--- config.mk ---
export PLATFORM = sky130hd
export DESIGN_NAME = sdram_burst_master
export DESIGN_NICKNAME = d
export VERILOG_FILES = /design/src/rtl/sdram_app_pkg.sv /design/src/rtl/burst_addr_gen.sv /design/src/rtl/sdram_burst_master.sv
export SDC_FILE = /design/constraint.sdc
export NUM_CORES = 1
export LEC_CHECK = 0
export ABC_AREA = 1
export CORE_MARGIN = 2
export CORE_UTILIZATION = 30
export CTS_BUF_LIST = sky130_fd_sc_hd__clkbuf_4 sky130_fd_sc_hd__clkbuf_8
export DETAILED_ROUTE_END_ITERATION = 16
export HOLD_SLACK_MARGIN = 0.05
export PLACE_DENSITY = 0.54
export REMOVE_ABC_BUFFERS = 1
export SETUP_SLACK_MARGIN = 0.05
export SYNTH_ARGS = -nofsm -noshare
export SYNTH_HDL_FRONTEND = slang
export SYNTH_SLANG_ARGS = --single-unit
--- constraint.sdc ---
create_clock -name clk -period 8.8 [get_ports clk]
set_clock_uncertainty 0.1 [all_clocks]
set_input_delay 1.76 -clock clk [delete_from_list [all_inputs] [get_ports clk]]
set_output_delay 1.76 -clock clk [all_outputs]
set_load 0.02 [all_outputs]
--- src/rtl/sdram_app_pkg.sv ---
// Shared state encodings and width constants for the SDRAM application-side burst master.
package sdram_app_pkg;

  localparam int APP_ADDR_WIDTH  = 24;
  localparam int APP_BURST_WIDTH = 9;
  localparam int GAP_CYCLES      = 2;

  typedef enum logic [1:0] {
    S_IDLE = 2'd0,
    S_WR   = 2'd1,
    S_RD   = 2'd2,
    S_GAP  = 2'd3
  } state_t;

endpackage

--- src/rtl/burst_addr_gen.sv ---
// Per-channel frame pointer: base register, wrapping offset, deferred restart and frame_done pulse.
module burst_addr_gen #(
  parameter int ADDR_WIDTH = 24,
  parameter int BURST_LEN  = 128,
  parameter int FRAME_LEN  = 786432
) (
  input  logic                  clk,
  input  logic                  rst,
  input  logic [ADDR_WIDTH-1:0] base,
  input  logic                  start,
  input  logic                  active,
  input  logic                  advance,
  output logic [ADDR_WIDTH-1:0] addr,
  output logic                  frame_done
);

  localparam logic [ADDR_WIDTH-1:0] STEP  = ADDR_WIDTH'(BURST_LEN);
  localparam logic [ADDR_WIDTH-1:0] FRAME = ADDR_WIDTH'(FRAME_LEN);

  logic [ADDR_WIDTH-1:0] base_reg, base_next;
  logic [ADDR_WIDTH-1:0] offset_reg, offset_next;
  logic [ADDR_WIDTH-1:0] addr_reg;
  logic [ADDR_WIDTH-1:0] step_sum;
  logic                  pending_reg, pending_next;
  logic                  done_reg, done_next;

  always_comb begin
    base_next    = base_reg;
    offset_next  = offset_reg;
    pending_next = pending_reg;
    done_next    = 1'b0;
    step_sum     = offset_reg + STEP;
    if (advance) begin
      pending_next = 1'b0;
      // A restart requested during this burst (or right now) replaces the increment.
      if (start || pending_reg) begin
        base_next   = base;
        offset_next = '0;
      end else if (step_sum == FRAME) begin
        offset_next = '0;
        done_next   = 1'b1;
      end else begin
        offset_next = step_sum;
      end
    end else if (start) begin
      if (active) begin
        pending_next = 1'b1;
      end else begin
        base_next   = base;
        offset_next = '0;
      end
    end
  end

  always_ff @(posedge clk) begin
    if (rst) begin
      base_reg    <= base;
      offset_reg  <= '0;
      pending_reg <= 1'b0;
      addr_reg    <= '0;
      done_reg    <= 1'b0;
    end else begin
      base_reg    <= base_next;
      offset_reg  <= offset_next;
      pending_reg <= pending_next;
      addr_reg    <= base_next + offset_next;
      done_reg    <= done_next;
    end
  end

  assign addr       = addr_reg;
  assign frame_done = done_reg;

endmodule

--- src/rtl/sdram_burst_master.sv ---
// Arbitrates read/write bursts between the capture/display FIFOs and the SDRAM core burst port.
module sdram_burst_master #(
  parameter int APP_ADDR_WIDTH  = sdram_app_pkg::APP_ADDR_WIDTH,
  parameter int APP_BURST_WIDTH = sdram_app_pkg::APP_BURST_WIDTH,
  parameter int BURST_LEN       = 128,
  parameter int FRAME_LEN       = 786432,
  parameter int FIFO_LVL_WIDTH  = 10,
  parameter int RD_FIFO_DEPTH   = 512
) (
  input  logic                       clk,
  input  logic                       rst,
  input  logic                       wr_en,
  input  logic                       rd_en,
  input  logic [APP_ADDR_WIDTH-1:0]  wr_base_addr,
  input  logic [APP_ADDR_WIDTH-1:0]  rd_base_addr,
  input  logic                       wr_frame_start,
  input  logic                       rd_frame_start,
  input  logic [FIFO_LVL_WIDTH-1:0]  wr_fifo_level,
  input  logic [FIFO_LVL_WIDTH-1:0]  rd_fifo_level,
  output logic                       wr_fifo_rdreq,
  output logic                       rd_fifo_wrreq,
  output logic                       wr_burst_req,
  output logic [APP_BURST_WIDTH-1:0] wr_burst_len,
  output logic [APP_ADDR_WIDTH-1:0]  wr_burst_addr,
  input  logic                       wr_burst_data_req,
  input  logic                       wr_burst_finish,
  output logic                       rd_burst_req,
  output logic [APP_BURST_WIDTH-1:0] rd_burst_len,
  output logic [APP_ADDR_WIDTH-1:0]  rd_burst_addr,
  input  logic                       rd_burst_data_valid,
  input  logic                       rd_burst_finish,
  output logic                       wr_frame_done,
  output logic                       rd_frame_done,
  output logic                       busy
);

  import sdram_app_pkg::*;

  localparam logic [FIFO_LVL_WIDTH-1:0]  RD_ROOM  = FIFO_LVL_WIDTH'(RD_FIFO_DEPTH - BURST_LEN);
  localparam logic [FIFO_LVL_WIDTH-1:0]  WR_AVAIL = FIFO_LVL_WIDTH'(BURST_LEN);
  localparam logic [1:0]                 GAP_LAST = 2'(GAP_CYCLES - 1);
  localparam logic [APP_BURST_WIDTH-1:0] LEN      = APP_BURST_WIDTH'(BURST_LEN);

  state_t     state_reg, state_next;
  logic [1:0] gap_cnt_reg, gap_cnt_next;
  logic       in_wr, in_rd;

  assign in_wr = (state_reg == S_WR);
  assign in_rd = (state_reg == S_RD);

  always_comb begin
    state_next   = state_reg;
    gap_cnt_next = gap_cnt_reg;
    case (state_reg)
      S_IDLE: begin
        if (rd_en && (rd_fifo_level <= RD_ROOM)) begin
          state_next = S_RD;
        end else if (wr_en && (wr_fifo_level >= WR_AVAIL)) begin
          state_next = S_WR;
        end
      end
      S_WR: begin
        if (wr_burst_finish) begin
          state_next   = S_GAP;
          gap_cnt_next = 2'd0;
        end
      end
      S_RD: begin
        if (rd_burst_finish) begin
          state_next   = S_GAP;
          gap_cnt_next = 2'd0;
        end
      end
      S_GAP: begin
        // Keeps req low while the core walks back into its idle state.
        gap_cnt_next = gap_cnt_reg + 2'd1;
        if (gap_cnt_reg == GAP_LAST) begin
          state_next = S_IDLE;
        end
      end
      default: state_next = S_IDLE;
    endcase
  end

  always_ff @(posedge clk) begin
    if (rst) begin
      state_reg   <= S_IDLE;
      gap_cnt_reg <= 2'd0;
    end else begin
      state_reg   <= state_next;
      gap_cnt_reg <= gap_cnt_next;
    end
  end

  burst_addr_gen #(
    .ADDR_WIDTH (APP_ADDR_WIDTH),
    .BURST_LEN  (BURST_LEN),
    .FRAME_LEN  (FRAME_LEN)
  ) u_wr_addr (
    .clk        (clk),
    .rst        (rst),
    .base       (wr_base_addr),
    .start      (wr_frame_start),
    .active     (in_wr),
    .advance    (in_wr && wr_burst_finish),
    .addr       (wr_burst_addr),
    .frame_done (wr_frame_done)
  );

  burst_addr_gen #(
    .ADDR_WIDTH (APP_ADDR_WIDTH),
    .BURST_LEN  (BURST_LEN),
    .FRAME_LEN  (FRAME_LEN)
  ) u_rd_addr (
    .clk        (clk),
    .rst        (rst),
    .base       (rd_base_addr),
    .start      (rd_frame_start),
    .active     (in_rd),
    .advance    (in_rd && rd_burst_finish),
    .addr       (rd_burst_addr),
    .frame_done (rd_frame_done)
  );

  // Requests drop combinationally with finish so the core never sees a second request.
  assign wr_burst_req  = in_wr && !wr_burst_finish;
  assign rd_burst_req  = in_rd && !rd_burst_finish;
  assign wr_fifo_rdreq = wr_burst_data_req && in_wr;
  assign rd_fifo_wrreq = rd_burst_data_valid && in_rd;
  assign wr_burst_len  = LEN;
  assign rd_burst_len  = LEN;
  assign busy          = (state_reg != S_IDLE);

endmodule

Word-level counts from Yosys, hierarchy flattened
Index checks and enable logic that the tools add are counted.

Add/subtract/negate cells: 5. Bitwise logic cells: 2. $lt $le $gt $ge: 2. Muxes and demuxes: 31. Eq/ne operators: 10. Reduce and logical (&&, ||, !) cells: 23.

Operators by type and width (number): 2-to-1 mux 24 bit (20); adder 24 bit (2); adder 24 x 8 -> 24 bit (second input constant) (2); == test 24 x 20 -> 1 bit (second input constant) (2); 2-to-1 mux 2 bit (7); greater-or-equal comparator 10 x 8 -> 1 bit (second input constant) (1); less-or-equal comparator 10 x 9 -> 1 bit (second input constant) (1); logical AND 1 bit (8); one-hot mux 2 bit (4 select lines) (1); != test 2 bit (second input constant) (3); one-hot mux 2 bit (3 select lines) (1); OR reduction 3 bit (2); == test 2 x 1 -> 1 bit (second input constant) (2); == test 2 bit (second input constant) (2); AND reduction 2 bit (2); AND reduction 4 bit (1); OR reduction 2 bit (2); != test 3 bit (second input constant) (1); AND reduction 3 bit (1); nonzero test 3 bit (1); adder 2 x 1 -> 2 bit (second input constant) (1); logical NOT 1 bit (2); logical NOT 2 bit (1); logical OR 1 bit (2); other kinds (3) (5).

Output and inout port bits: 73. Logic and storage cells: 85. Flip-flop bits (word level): 152. Input port bits: 78.

Logic depth before layout (Yosys ltp)
Gate-level depths: netlist of the first run.

Word-level depth: 6. Mapped depth: 24. Gate-level depth less buffers: 24.

Cells and area by module
A second synthesis of the first run with hierarchy kept.

Cells, all modules: 1501. Area total of the unflattened synthesis: 9846.9 µm².

Modules (own cells, without submodules): burst_addr_gen (u_wr_addr) (cells an instance 764, seq. area each 1481.4 µm², area an instance 4812.1 µm², instances 1); burst_addr_gen (u_rd_addr) (cells an instance 653, seq. area each 1481.4 µm², area an instance 4519.3 µm², instances 1); sdram_burst_master (cells an instance 84, seq. area each 80.1 µm², area an instance 515.5 µm², instances 1).

Least setup slack after synthesis of the first run
OpenSTA, ideal clock, no wires.

Path kind: in2reg. From: in wr_frame_start. To: reg u_wr_addr.addr_reg[13] (netlist: u_wr_addr.addr[13]). Required time: 8579 ps. Buffers on the path: 3. Stages on the path: 22. Slack: 4206 ps. Arrival: 4373 ps. Library setup time: 121 ps. Path through: buf_6 inv_2 nand2_2 nand2_4 nor2_4 buf_2 mux2i_1 inv_1 ha_1 clkbuf_1 a21oi_1 o21ai_1 nor2_1 nor2_1 nand2_1 nand2_1 nand2_1 nand2_1 nand2_1 nand2_1 o21ai_1 a21oi_1.

Longest elaborated chain between the ends: 4. Elaborated cells on any way between the ends: 8. Classes of those cells: add/sub: 1; mux: 6; reduce/logical: 1.

RTL lines: start: declaration (line sdram_burst_master.sv:16) `input logic wr_frame_start,`; logical OR 1 bit (line burst_addr_gen.sv:36) `if (start || pending_reg) begin`; 2-to-1 mux 24 bit (line burst_addr_gen.sv:36); 2-to-1 mux 24 bit (line burst_addr_gen.sv:33) `if (advance) begin`; adder 24 bit (*) (line burst_addr_gen.sv:66) `addr_reg <= base_next + offset_next;`; end signal: assignment (line burst_addr_gen.sv:66); end: declaration (line burst_addr_gen.sv:22) `logic [ADDR_WIDTH-1:0] addr_reg;`.

Every way passes the cells marked *; elsewhere a longest branch is shown, timed or not. A chain may end at the register's enable or synchronous reset.

Worst setup path after layout of the first run
From: in wr_frame_start. To: reg u_wr_addr.addr_reg[16] (netlist: u_wr_addr.addr[16]).

Longest elaborated chain between the ends: 4. Elaborated cells on any way between the ends: 8. Classes of those cells: add/sub: 1; mux: 6; reduce/logical: 1.

RTL lines: logical OR 1 bit (line burst_addr_gen.sv:36); 2-to-1 mux 24 bit (line burst_addr_gen.sv:36); 2-to-1 mux 24 bit (*) (line burst_addr_gen.sv:33); via u_wr_addr.offset_next[1] (line burst_addr_gen.sv:21) `logic [ADDR_WIDTH-1:0] offset_reg, offset_next;`; adder 24 bit (*) (line burst_addr_gen.sv:66).

The timed path passes the listed nets; every way through them passes the cells marked *.

==> results of run 1 <==
metal layers:
metal	global-route usage (%)	wire length, um	up-vias
met5	0	0	-
met4	4.871	524	0
met3	3.452	956	37
met2	29.60	13020	158
met1	20.27	12690	4129
li1	-	-	4845
where the power goes:
part           internal (mW)  leakage (nW)  switching, mW
Sequential             0.788          1.26         0.0384
Clock                  0.211         0.169          0.304
Combinational          0.334          3.93          0.579
Yosys cell counts, drive strengths merged (4+ instances only):
cell / count
nand2: 339
o21ai: 115
xor2: 25
o21bai: 4
and2: 9
or2: 5
dfxtp: 152
a21oi: 114
inv: 185
buf: 24
nor2: 124
o22ai: 6
a21boi: 4
ha: 50
clkbuf: 29
mux2i: 42
o211ai: 4
nand3: 90
o21a: 11
nor3: 30
nor4: 6
a211oi: 8
nand4: 20
cells by family (layout without fill, tap and decap cells):
kind of cell / count (synthesis) / after routing / synth area share [%]
compound gates: 274 / 274 / 15.56
xor+xnor: 28 / 28 / 2.562
simple gates: 626 / 626 / 28.17
fa+ha+maj: 52 / 52 / 6.954
buf+inv: 241 / 349 / 10.50
other cells: 2 / 18 / 0.07846
mux: 42 / 42 / 4.392
flops: 152 / 152 / 31.79
cell usage in the layout, fill, tap and decap left out, types with 18 or more instances in the layout:
| cell type | instances |
|---|---|
| nand2_1 | 326 |
| inv_1 | 179 |
| dfxtp_1 | 152 |
| clkdlybuf4s50_1 | 124 |
| nor2_1 | 117 |
| a21oi_1 | 114 |
| o21ai_0 | 109 |
| nand3_1 | 89 |
| ha_1 | 50 |
| mux2i_1 | 42 |
| nor3_1 | 30 |
| xor2_1 | 25 |
| nand4_1 | 20 |
| conb_1 | 18 |
| clkbuf_8 | 18 |
worst register-to-register path: cells and delay by family (launching register included):
kind | cells | cell delay, ps
AOI/OAI and AO/OA | 2 | 590
buffers and inverters | 3 | 380
adders and majority gates | 2 | 800
and+or+nand+nor | 14 | 2370
DFF | 1 | 340
final timing paths:
kind                        from            endpoint  cells past startpoint
hold reg to reg   gap_cnt_reg[1]      gap_cnt_reg[1]                      2
setup / recovery  wr_frame_start  u_wr_addr.addr[16]                     21
hold / removal    gap_cnt_reg[1]      gap_cnt_reg[1]                      2
setup reg to reg    state_reg[1]  u_wr_addr.addr[16]                     21
area by class of cell:
| type | instances | area (um^2) |
|---|---|---|
| inverters | 188 | 706.9 |
| clock inverters | 12 | 91.34 |
| clock buffers | 20 | 262.8 |
| fillers | 3323 | 20000 |
| multi-input cells | 1040 | 5584 |
| repair buffers | 129 | 1279 |
| flip-flops and latches | 152 | 3043 |
| well taps | 402 | 503.0 |
through the flow:
step | std cells | total power [mW] | area (um^2) | setup slack [ps] | hold WS [ps]
after detailed placement | 1911 | 1.753 | 11120 | 2667 | 354.4
after CTS | 1943 | 2.279 | 11470 | 3183 | 368.5
after global placement | 1911 | 1.748 | 11120 | 2684 | 352.3
after floorplan | 1380 | 1.432 | 9334 | 3794 | 335.3
after global routing | 1943 | 2.414 | 11470 | 2718 | 407.8
final | 1943 | 2.254 | 11470 | 3127 | 363.5
==> out/metrics.yaml, run 1 <==
sta:
  slew_headroom_pct: 37.09
  drv_slew: 0
  final-setup-viol-count: 0
  rsz0062_at_grt: "false"
  worst_pin_slew_ps: 940.2
  final-hold-violation-count: 0
  period_share_pct: 64.46
  finalCriticalPeriod_ps: 5673
  fmax_mhz: 176.3
  setup_tns_ps: 0
yosys:
  syn_area_per_cell_um2: 6.755
  synth_seq_cells: 152
  synthCells: 1417
  synth_top_area_cell: "dfxtp_1"
  yosys.cell_types.count: 44
  yosysSeqAreaShare_pct: 31.79
  ys_top_cells_by_area: "dfxtp_1 32%, nand2_1 13%, inv_1 7.0%"
  synth_warnings: 0
  synth_edf_count: 0
  yosys.area.top_type_share_pct: 31.79
  netlist_area_um2: 9572
  synth_flop_cell: "dfxtp_1"
  async_reset_ff_share_pct: 0
clock_network:
  clk_latency_ps: 490
  path_clk_slew_ps: 100
  cts-hold-fix-buffers: 0
  cts_tree: "done"
  clkSinkCount: 152
  cts_buffers: 17
  clock-root-buffer: "clkbuf_8"
  cts_setup_buffers: 0
  clockBufferDepth: 2
  cts_htree_levels: 4
  ctsResizeCount: 0
grt:
  grt_pass1_wl_mm: 44.49
  grt_max_degree: 80
  grt_usage_pct: 16.68
  antenna_found_initial: 0
  grt_overflow: 0
  grt_pass1_vias: 9112
setup_path:
  crit_buf_inv: 4
  criticalPathCategory: "input port to flip-flop"
  arrival_ps: 6000
  r2r_slack_ps: 4170
  cp_max_fo: 12
  cp-end-kind: "flip-flop"
  worstSetupStartpointType: "input port"
  worst_ep_required_time_ps: 9120
  crit_top_cell: "nand2_1"
  cp_slowest_cell: "nor2_1"
  slowest_delay_ps: 770
  cp_top_family: "simple AND/OR/NAND/NOR gates"
  path_cells: "clkdlybuf4s50_1 -> inv_2 -> nand2_2 -> nor2_1 -> inv_1 -> o21ai_0 -> inv_1 -> fa_1 -> o21ai_0 -> nand2_1 -> nand2_1 -> nand2_1 -> nand2_1 -> nand2_1 -> nand2_1 -> nand2_1 -> nand3_2 -> nand2_1 -> nand3_1 -> nand2_1 -> nor2_1"
routing:
  ant_nets: 0
  viasPerCell: 4.719
  drtIter0Drc: 425
  routedWlPerCell_um: 13.99
  dr.pass1.iters: 5
  dr_total_vias: 9169
  routed_wl_mm: 27.18
  drcViolationCount: 0
job:
  cap_violations: 0
floorplanning:
  die-area_um2: 33350
  fp-row-count: 65
  io_pins: 151
  die_x_um: 182.6
  start_util_pct: 30.41
  design.core.area_um2: 31470
  die_y_um: 182.6
finish:
  final_core_util_pct: 36.44
  syn2layout_area_growth_pct: 19.83
  drive_gt1_share_pct: 4.672
  nets: 1658
  antenna_cells: 0
power_and_ir_drop:
  p_leak_nw: 5.357
  vdd_drop_max_mv: 0.1064
  p_per_area_nw_per_um2: 196.5
placed_design:
  io_buffers: 125
  place_congestion: 0.9009
  dp_hpwl_mm: 20.87
min_path:
  hp-class: "flip-flop to flip-flop"
outcome:
  run_status: "completed"
No activity file was read; power rests on OpenSTA's default activity.
==> inputs of run 2 (changes only) <==
==> constraint.sdc (replaced) <==
create_clock -name clk -period 5.92 [get_ports clk]
set_clock_uncertainty 0.1 [all_clocks]
set_input_delay 1.184 -clock clk [delete_from_list [all_inputs] [get_ports clk]]
set_output_delay 1.184 -clock clk [all_outputs]
set_load 0.02 [all_outputs]
==> out/metrics.yaml, run 2 (same netlist as run 1, synthesis figures left out) <==
sta:
  drv_slew: 0
  final.setup.worst_slack_ps: 1130
  period_share_pct: 80.92
  worst_pin_slew_ps: 816.4
  rsz0062_at_grt: "false"
  fmax_mhz: 208.8
  slew_headroom_pct: 45.57
  final-hold-violation-count: 0
  setup_tns_ps: 0
  finalCriticalPeriod_ps: 4790
  final-setup-viol-count: 0
setup_path:
  cp_max_fo: 12
  slowest_delay_ps: 440
  cp-end-kind: "flip-flop"
  worstSetupStartpointType: "input port"
  crit_top_cell: "nand2_1"
  worstReg2RegEnd: "u_rd_addr.addr[20]"
  crit_cells: 19
  path_cells: "clkdlybuf4s50_1 -> nand2_1 -> nand2_1 -> nand2_1 -> buf_4 -> mux2i_1 -> inv_1 -> ha_1 -> a21oi_1 -> o21ai_0 -> a21oi_1 -> inv_1 -> a21oi_1 -> o21bai_1 -> nand2_1 -> nand2_1 -> nand2_1 -> nand2_1 -> nor2_1"
  timing.rr.start: "state_reg[0]"
  worst_ep_required_time_ps: 6230
  crit_path_end: "u_rd_addr.addr[20]"
  arrival_ps: 5100
  crit_path_start: "rd_burst_finish"
  crit_buf_inv: 4
  worst-r2r-cell-count: 20
  criticalPathCategory: "input port to flip-flop"
  r2r_slack_ps: 1540
  cp_slowest_cell: "clkdlybuf4s50_1"
  cp_top_family: "simple AND/OR/NAND/NOR gates"
placed_design:
  place_congestion: 0.8868
  pre_cts_ws_ps: 659.6
  io_buffers: 125
  place_area_um2: 11140
  dp_hpwl_mm: 20.90
floorplanning:
  fp-row-count: 65
  start_util_pct: 30.41
  die_x_um: 182.6
  io_pins: 151
  die_y_um: 182.6
  design.core.area_um2: 31470
  die-area_um2: 33350
outcome:
  run_status: "completed"
finish:
  final_common_cell: "nand2_1"
  finalInstanceArea_um2: 11550
  syn2layout_area_growth_pct: 20.72
  nets: 1661
  drive_gt1_share_pct: 4.858
  layout_common_cells: "326 x nand2_1, 179 x inv_1, 152 x dfxtp_1"
  n_fill_cell: 3349
power_and_ir_drop:
  p_sw_mw: 1.390
  pwr-share-comb_pct: 39.4
  p_per_area_nw_per_um2: 299.3
  intPower_mw: 2.068
  p_sw_share_pct: 40.19
  pwr-share-clk_pct: 25.1
  p_leak_nw: 5.416
  vdd_drop_max_mv: 0.1872
  seq_power_share_pct: 35.5
clock_network:
  cts_setup_buffers: 0
  clock-root-buffer: "clkbuf_8"
  clkSinkCount: 152
  ctsResizeCount: 0
  cts_htree_levels: 4
  clockBufferDepth: 2
  clk_latency_ps: 480
  cts_tree: "done"
  cts_buffers: 17
  cts-hold-fix-buffers: 0
  path_clk_slew_ps: 110
routing:
  routedWlPerCell_um: 13.78
  ant_nets: 0
  dr.pass1.iters: 5
  drcViolationCount: 0
  dr_total_vias: 9173
  routed_wl_mm: 26.84
  viasPerCell: 4.711
  drtIter0Drc: 424
grt:
  grt_overflow: 0
  antenna_found_initial: 1
  grt_usage_pct: 16.21
  grt_pass1_wl_mm: 43.44
  grt_pass1_vias: 8907
  grt_max_degree: 87
min_path:
  hp-class: "flip-flop to flip-flop"
job:
  cap_violations: 0
## run 2: cell count changes in the layout (fill, tap and decap cells not counted), sizes merged
cell	before	now
buf	5	8
bufinv	0	2
clkbuf	20	17
clkinvlp	5	0
diode	0	1
inv	189	195
## run 2: per-stage QoR
stage               total power [mW]  util (%)  instances  hold WS [ps]
finish                         3.458     36.71       1947         372.3
global route                   3.701     36.70       1946         397.6
CTS                            3.497     36.70       1946         370.7
detailed placement             2.615     35.39       1914         355.3
global placement               2.602     35.39       1914         351.6
floorplan                      2.128         -       1380         335.3
## run 2: how the worst min path moves through the flow
| stage | cells past startpoint | from | to | slack, ps |
|---|---|---|---|---|
| after detailed placement | 2 | gap_cnt_reg[1] | gap_cnt_reg[1] | 360 |
| final | 2 | gap_cnt_reg[1] | gap_cnt_reg[1] | 370 |
| after global routing | 2 | gap_cnt_reg[1] | gap_cnt_reg[1] | 400 |
| after floorplan | 2 | gap_cnt_reg[1] | gap_cnt_reg[1] | 340 |
| after CTS | 2 | gap_cnt_reg[1] | gap_cnt_reg[1] | 370 |
| after global placement | 2 | u_rd_addr.pending_reg | u_rd_addr.pending_reg | 350 |
## run 2: power by group through the flow
| stage | clock network, mW | registers (mW) | logic [mW] |
|---|---|---|---|
| 4_1_cts | 0.895 | 1.23 | 1.37 |
| 6_report | 0.867 | 1.23 | 1.36 |
| 3_3_place_gp | 0 | 1.25 | 1.35 |
| 2_1_floorplan | 0 | 1.33 | 0.799 |
| 5_1_grt | 0.938 | 1.24 | 1.52 |
| 3_5_place_dp | 0 | 1.25 | 1.36 |
## run 2: per-layer routing
| metal | global-route usage [%] | vias to the layer above | share of wire, % |
|---|---|---|---|
| li1 | - | 4847 | - |
| met1 | 20.07 | 4114 | 47 |
| met2 | 28.85 | 177 | 48 |
| met3 | 2.874 | 35 | 3.3 |
| met4 | 4.355 | 0 | 1.5 |
| met5 | 0 | - | 0 |
## run 2: tightest hold or removal path, stage by stage (launching register included)
cell	delay, ps
dfxtp_1	310
inv_1	70
a21oi_1	60
## run 2: cell type report
cell class / count / area, um^2 / share of cell area (%)
Antenna cell: 1 / 2.502 / 0.02166
Multi-Input combinational cell: 1040 / 5584 / 48.33
Tap cell: 402 / 503.0 / 4.353
Clock inverter: 15 / 180.2 / 1.559
Clock buffer: 17 / 234.0 / 2.025
Timing Repair Buffer: 132 / 1301 / 11.26
Sequential cell: 152 / 3043 / 26.33
Inverter: 188 / 706.9 / 6.118
